[config.mk]
export PLATFORM = sky130hd
export DESIGN_NAME = dbl_buf_arb
export DESIGN_NICKNAME = d
export VERILOG_FILES = /design/src/rtl/dbl_buf_arb.sv
export SDC_FILE = /design/constraint.sdc
export NUM_CORES = 1
export LEC_CHECK = 0
export CAP_MARGIN = 20
export CORE_AREA = 2 2 256 258
export CTS_BUF_LIST = sky130_fd_sc_hd__clkbuf_16
export DETAILED_ROUTE_END_ITERATION = 7
export DIE_AREA = 0 0 258 260
export GPL_TIMING_DRIVEN = 0
export PLACE_DENSITY_LB_ADDON = 0.08
export SETUP_SLACK_MARGIN = 0.4
export SLEW_MARGIN = 20
export SYNTH_ARGS = -nofsm -noshare
export SYNTH_HDL_FRONTEND = slang
export SYNTH_SLANG_ARGS = --single-unit
[constraint.sdc]
create_clock -name clk -period 2.01 [get_ports clk]
set_input_delay 0.402 -clock clk [delete_from_list [all_inputs] [get_ports clk]]
set_output_delay 0.402 -clock clk [all_outputs]
set_load 0.02 [all_outputs]
[src/rtl/dbl_buf_arb.sv]
// Round-robin two-requester arbiter that feeds a double buffer, plus a one-entry
// output register that drains the buffer head. Grant counters exist with DBL_BUF_ARB_STATS_EN.
module dbl_buf_arb #(
  parameter int unsigned PKT_WIDTH = 128,
  parameter int unsigned CNT_WIDTH = 16
) (
  input  logic                 clk,
  input  logic                 rst_l,
`ifdef DBL_BUF_ARB_STATS_EN
  output logic [CNT_WIDTH-1:0] cnt0,
  output logic [CNT_WIDTH-1:0] cnt1,
`endif
  input  logic                 req0,
  input  logic                 req1,
  input  logic [PKT_WIDTH-1:0] din0,
  input  logic [PKT_WIDTH-1:0] din1,
  output logic                 gnt0,
  output logic                 gnt1,
  output logic                 buf_wr,
  output logic [PKT_WIDTH-1:0] buf_din,
  input  logic                 buf_full,
  input  logic                 buf_vld,
  input  logic [PKT_WIDTH-1:0] buf_dout,
  output logic                 buf_rd,
  output logic                 out_vld,
  output logic [PKT_WIDTH-1:0] out_data,
  input  logic                 out_rdy
);

  typedef enum logic [0:0] {
    EMPTY = 1'b0,
    HOLD  = 1'b1
  } state_t;

  state_t state, state_nxt;
  logic   rr;

  // Grants are gated by rst_l so nothing is accepted while reset is asserted.
  always_comb begin
    gnt0 = 1'b0;
    gnt1 = 1'b0;
    if (rst_l && !buf_full) begin
      gnt0 = req0 && (!req1 || !rr);
      gnt1 = req1 && (!req0 ||  rr);
    end
  end

  assign buf_wr  = gnt0 | gnt1;
  assign buf_din = gnt1 ? din1 : din0;

  always_ff @(posedge clk or negedge rst_l) begin
    if (!rst_l) begin
      rr <= 1'b0;
    end else if (gnt0) begin
      rr <= 1'b1;
    end else if (gnt1) begin
      rr <= 1'b0;
    end
  end

  always_comb begin
    state_nxt = state;
    buf_rd    = 1'b0;
    unique case (state)
      EMPTY: begin
        if (buf_vld) begin
          buf_rd    = 1'b1;
          state_nxt = HOLD;
        end
      end
      HOLD: begin
        if (out_rdy) begin
          if (buf_vld) begin
            buf_rd = 1'b1;
          end else begin
            state_nxt = EMPTY;
          end
        end
      end
      default: state_nxt = EMPTY;
    endcase
    if (!rst_l) begin
      buf_rd = 1'b0;
    end
  end

  always_ff @(posedge clk or negedge rst_l) begin
    if (!rst_l) begin
      state    <= EMPTY;
      out_data <= '0;
    end else begin
      state <= state_nxt;
      if (buf_rd) begin
        out_data <= buf_dout;
      end
    end
  end

  assign out_vld = (state == HOLD);

`ifdef DBL_BUF_ARB_STATS_EN
  always_ff @(posedge clk or negedge rst_l) begin
    if (!rst_l) begin
      cnt0 <= '0;
      cnt1 <= '0;
    end else begin
      if (gnt0 && (cnt0 != '1)) begin
        cnt0 <= cnt0 + CNT_WIDTH'(1);
      end
      if (gnt1 && (cnt1 != '1)) begin
        cnt1 <= cnt1 + CNT_WIDTH'(1);
      end
    end
  end
`endif

endmodule

# == After elaboration in Yosys (flattened, before gate mapping) ==
# Index checks and enable logic that the tools add are counted.
# word_totals
inputBits,391
reg_bits,130
# classes
n_mux,11
reduce_logical,10
bitwise_logic,2
# op_table
operator,n
$mux 128,1
$mux 1,8
$logic_not 1->1,4
$pmux 1 s2,2
$logic_and 1x1->1,3
$logic_or 1x1->1,2
$reduce_bool 2->1,1
$not 1->1,1
$or 1x1->1,1

# == Depth between registers and ports, before layout ==
# logic_depth
ltp_word,6
mapped_depth,5
depth_no_buf,3

# == Worst setup path before layout ==
# No wires, ideal clock.
# synth_path
path_kind,input -> output
start,input port buf_full
end,output port buf_din[100]
arrival_ps,1511
cell_stages,5
setup_slack_ps,97
path_cell_list,nand3b_1 -> a21oi_2 -> buf_8 -> buf_8 -> mux2_1
# synth_via
elab_chain_len,4
# synth_rtl
element,line_no,rtl
from (decl),21,"input logic buf_full,"
$logic_not 1->1,42,if (rst_l && !buf_full) begin
$logic_and 1x1->1,42,
$mux 1,42,
$mux 128,49,assign buf_din = gnt1 ? din1 : din0;
to (decl),20,"output logic [PKT_WIDTH-1:0] buf_din,"
# Every way passes these cells.

# == Worst setup path after layout ==
# layout_path
start,register rr
end,output port buf_din[86]
# layout_via
elab_chain_len,4
# layout_rtl
element,line_no,rtl
from (decl),36,logic rr;
from (signal assigned),53,rr <= 1'b0;
from (signal assigned),55,rr <= 1'b1;
from (signal assigned),57,rr <= 1'b0;
$logic_or 1x1->1,44,gnt1 = req1 && (!req0 || rr);
$logic_and 1x1->1,44,
$mux 1,42,
$mux 128,49,
# Every way passes these cells.

==> flow_summary_export.csv <==
group,metric,value,unit
synthesis,muxShareOfSynthArea,44.56,%
detailed_routing,drt-initial-drc-count,172,
detailed_routing,vias,6775,
power_and_ir_drop,powerDensity,664.0,mW/mm2
job,drv_cap,0,
run_status,status,"finished with violations",
critical_path,r2r_cells,7,
synthesis,synth_top_area_cell,"dfrtp_1",
synthesis,synth.most_common_cell,"dfrtp_1",
layout,num-nets-final,1547,
global_route,antenna_found_initial,11,
clocking,numClockSinks,130,
detailed_routing,ant_nets,0,
layout,drive_gt1_share,47.82,%
floorplanning,num_rows,93,
synthesis,synth_top_area_share,49.26,%
floorplanning,initial_core_util,10.30,%
layout,final_area,0.01744,mm2
sta,fin_skew,12.50,ps
placed_design,port_buffers,651,
power_and_ir_drop,clkPwrFrac,28.1,%
clocking,cts_tree,"built",
sta,rsz0062_at_grt,"true",
critical_path,required,1610,ps
power_and_ir_drop,internal_power,7.961,mW
clocking,cts_buffers,17,
sta,period_minus_slack,2472,ps
floorplanning,die_area,0.06708,mm2
synthesis,yosysSeqAreaShare,49.26,%
critical_path,worstSetupPathType,"reg -> out",
global_route,grt_max_degree,72,
clocking,path_clk_slew,60,ps
global_route,grt_util_all_layers,12.98,%
sta,slew_headroom,71.96,%
clocking,clock_path_buffers,2,
placed_design,hpwl,36990,um
synthesis,ys_top_cells_by_area,"dfrtp_1, mux2_2, mux2_1",
layout,fill_cells,6643,
layout,post-route-util,27.20,%
sta,finalSetupViolCount,130,
sta,fin_crit_sh,123.0,%
synthesis,synth_top_family_by_area,"multiplexers",
power_and_ir_drop,switching_share,31.26,%
clocking,clock_latency,470,ps
critical_path,start_kind,"flop",
power_and_ir_drop,pwr-share-seq,29.2,%
synthesis,synth_ff_type,"dfrtp_1",
detailed_routing,drt_pass1_iterations,4,
power_and_ir_drop,p_comb_share,42.7,%
placed_design,place_ws,-1239,ps
synthesis,synth-seq-cells,130,
global_route,grt_pass1_vias,7305,
layout,syn_to_final_growth,164.1,%
synthesis,async_flop_share,100.0,%
sta,fmax,404.5,MHz
synthesis,synth_compound_area_share,0.2842,%
sta,hold_viol_final,0,
global_route,grt_pass1_wl,59840,um
critical_path,crit_arrival,2070,ps
synthesis,synthTopCellsByCount,"dfrtp_1, mux2_2, mux2_1",
placed_design,placedInstanceArea,0.01426,mm2
synthesis,syn-cell-area,0.006604,mm2
detailed_routing,route.detailed.drc,0,
floorplanning,ios,652,
min_path,whs_path_depth,3,
power_and_ir_drop,leakage,8.011,nW
synthesis,ys_warn_count,0,
placed_design,routabilityCongestion,0.8522,
synthesis,synthAdderAreaFrac,0,%
clocking,root_buffer,"clkbuf_16",
sta,fin_worst_hold_slack,355.8,ps
sta,fin_ws,-462.0,ps
sta,slew_violations,0,
synthesis,syn-num-nets,816,
power_and_ir_drop,p_switching,3.620,mW
synthesis,postSynthAreaPerCell,15.54,um2
synthesis,synth_cells,425,
global_route,grt-ovfl-total,0,
detailed_routing,wirelength,47200,um
critical_path,endpoint_kind,"output pin",
synthesis,synth-simple-area-share,0.7389,%
synthesis,synth_edf_count,0,
synthesis,post_synth_xor_area_fraction,0,%
min_path,hp-class,"in -> reg",
sta,worst_pin_slew,420.6,ps
floorplanning,die_y,260,um
detailed_routing,drt-vias-per-instance,3.339,
synthesis,ys_types,17,
sta,tns,-45540,ps
detailed_routing,wl_per_cell,23.26,um
run_status,violations,"setup timing",
power_and_ir_drop,vdd_drop_max,0.5904,mV
floorplanning,die_w,258,um
floorplanning,coreArea,0.06412,mm2
clocking,h-tree-depth,4,
critical_path,cp_max_fo,6,
[repair_timing]
action / CTS / global route
buffers inserted: 26 / 4
setup endpoints to repair: 315 / 325
hold buffers: 3 / 0
cloned: 10 / 17
pin swaps: 2 / 5
endpoints found under the hold margin: 59 / 0
resized for setup: 1068 / 288
[layout make-up]
cell class                      count  area, um2  area share (%)
Antenna cell                        5      12.51         0.07174
Clock buffer                       17      425.4           2.439
Multi-Input combinational cell    266       3831           21.97
Tap cell                          855       1070           6.134
Timing Repair Buffer              712       8124           46.58
Sequential cell                   130       3253           18.65
Buffer                             28      554.3           3.178
Inverter                            1      3.754         0.02152
Clock inverter                     15      166.4          0.9542
[sequential cells by signal (all words and copies together) (netlist names)]
register,flops
rr,1
out_data,128
out_vld,1
[worst max-delay path, stage by stage, from the launching register on]
cell and delay (ps):
dfrtp_1 360, inv_2 50, a21oi_4 180, buf_12 140, buf_12 110, buf_16 150, clkbuf_16 170, mux2_4 310
buf_6 130
[power groups by stage]
stage / sequential, mW / clock (mW) / combinational [mW]
6_report: 3.38 / 3.26 / 4.94
3_5_place_dp: 3.41 / 0 / 4.36
2_1_floorplan: 4.03 / 0 / 1.13
5_1_grt: 3.45 / 3.52 / 5.17
4_1_cts: 3.38 / 3.44 / 4.63
3_3_place_gp: 3.41 / 0 / 4.39
[placed cells by master (no fill, tap or decap), types with 12 or more instances in the layout]
master,instances
buf_16,12
dlymetal6s2s_1,81
mux2_2,29
buf_12,34
clkdlybuf4s50_1,385
dfrtp_1,130
clkdlybuf4s15_2,47
buf_6,142
clkbuf_16,34
mux2_4,227
[cells by family after synthesis]
| logic type | after synthesis |
|---|---|
| flops | 130 |
| buf+inv | 29 |
| compound gates | 3 |
| simple gates | 7 |
| mux | 256 |
[worst paths after layout]
| check | start | to | slack (ps) |
|---|---|---|---|
| min in group asynchronous | rst_l | out_data[22]$_DFFE_PN0P_ | 540 |
| max in group asynchronous | rst_l | out_data[67]$_DFFE_PN0P_ | 930 |
| min reg2reg | out_data[102]$_DFFE_PN0P_ | out_data[102]$_DFFE_PN0P_ | 500 |
| min | rst_l | rr$_DFFE_PN0P_ | 360 |
| max reg2reg | out_vld$_DFF_PN0_ | out_data[81]$_DFFE_PN0P_ | 300 |
| max | rr$_DFFE_PN0P_ | buf_din[86] | -460 |
[metal layers]
layer,GRT usage [%],wire [um],vias up
met4,5.764,1483,6
met2,24.75,25970,368
li1,-,-,3026
met5,0,34,-
met1,11.93,15570,3320
met3,5.478,4139,55
[stage by stage]
| stage | cells | power [mW] |
|---|---|---|
| floorplan | 425 | 5.159 |
| global placement | 1931 | 7.792 |
| detailed placement | 1932 | 7.770 |
| CTS | 2003 | 11.44 |
| global route | 2028 | 12.14 |
| finish | 2029 | 11.58 |
Note: power is estimated with default switching activity, not from simulation.
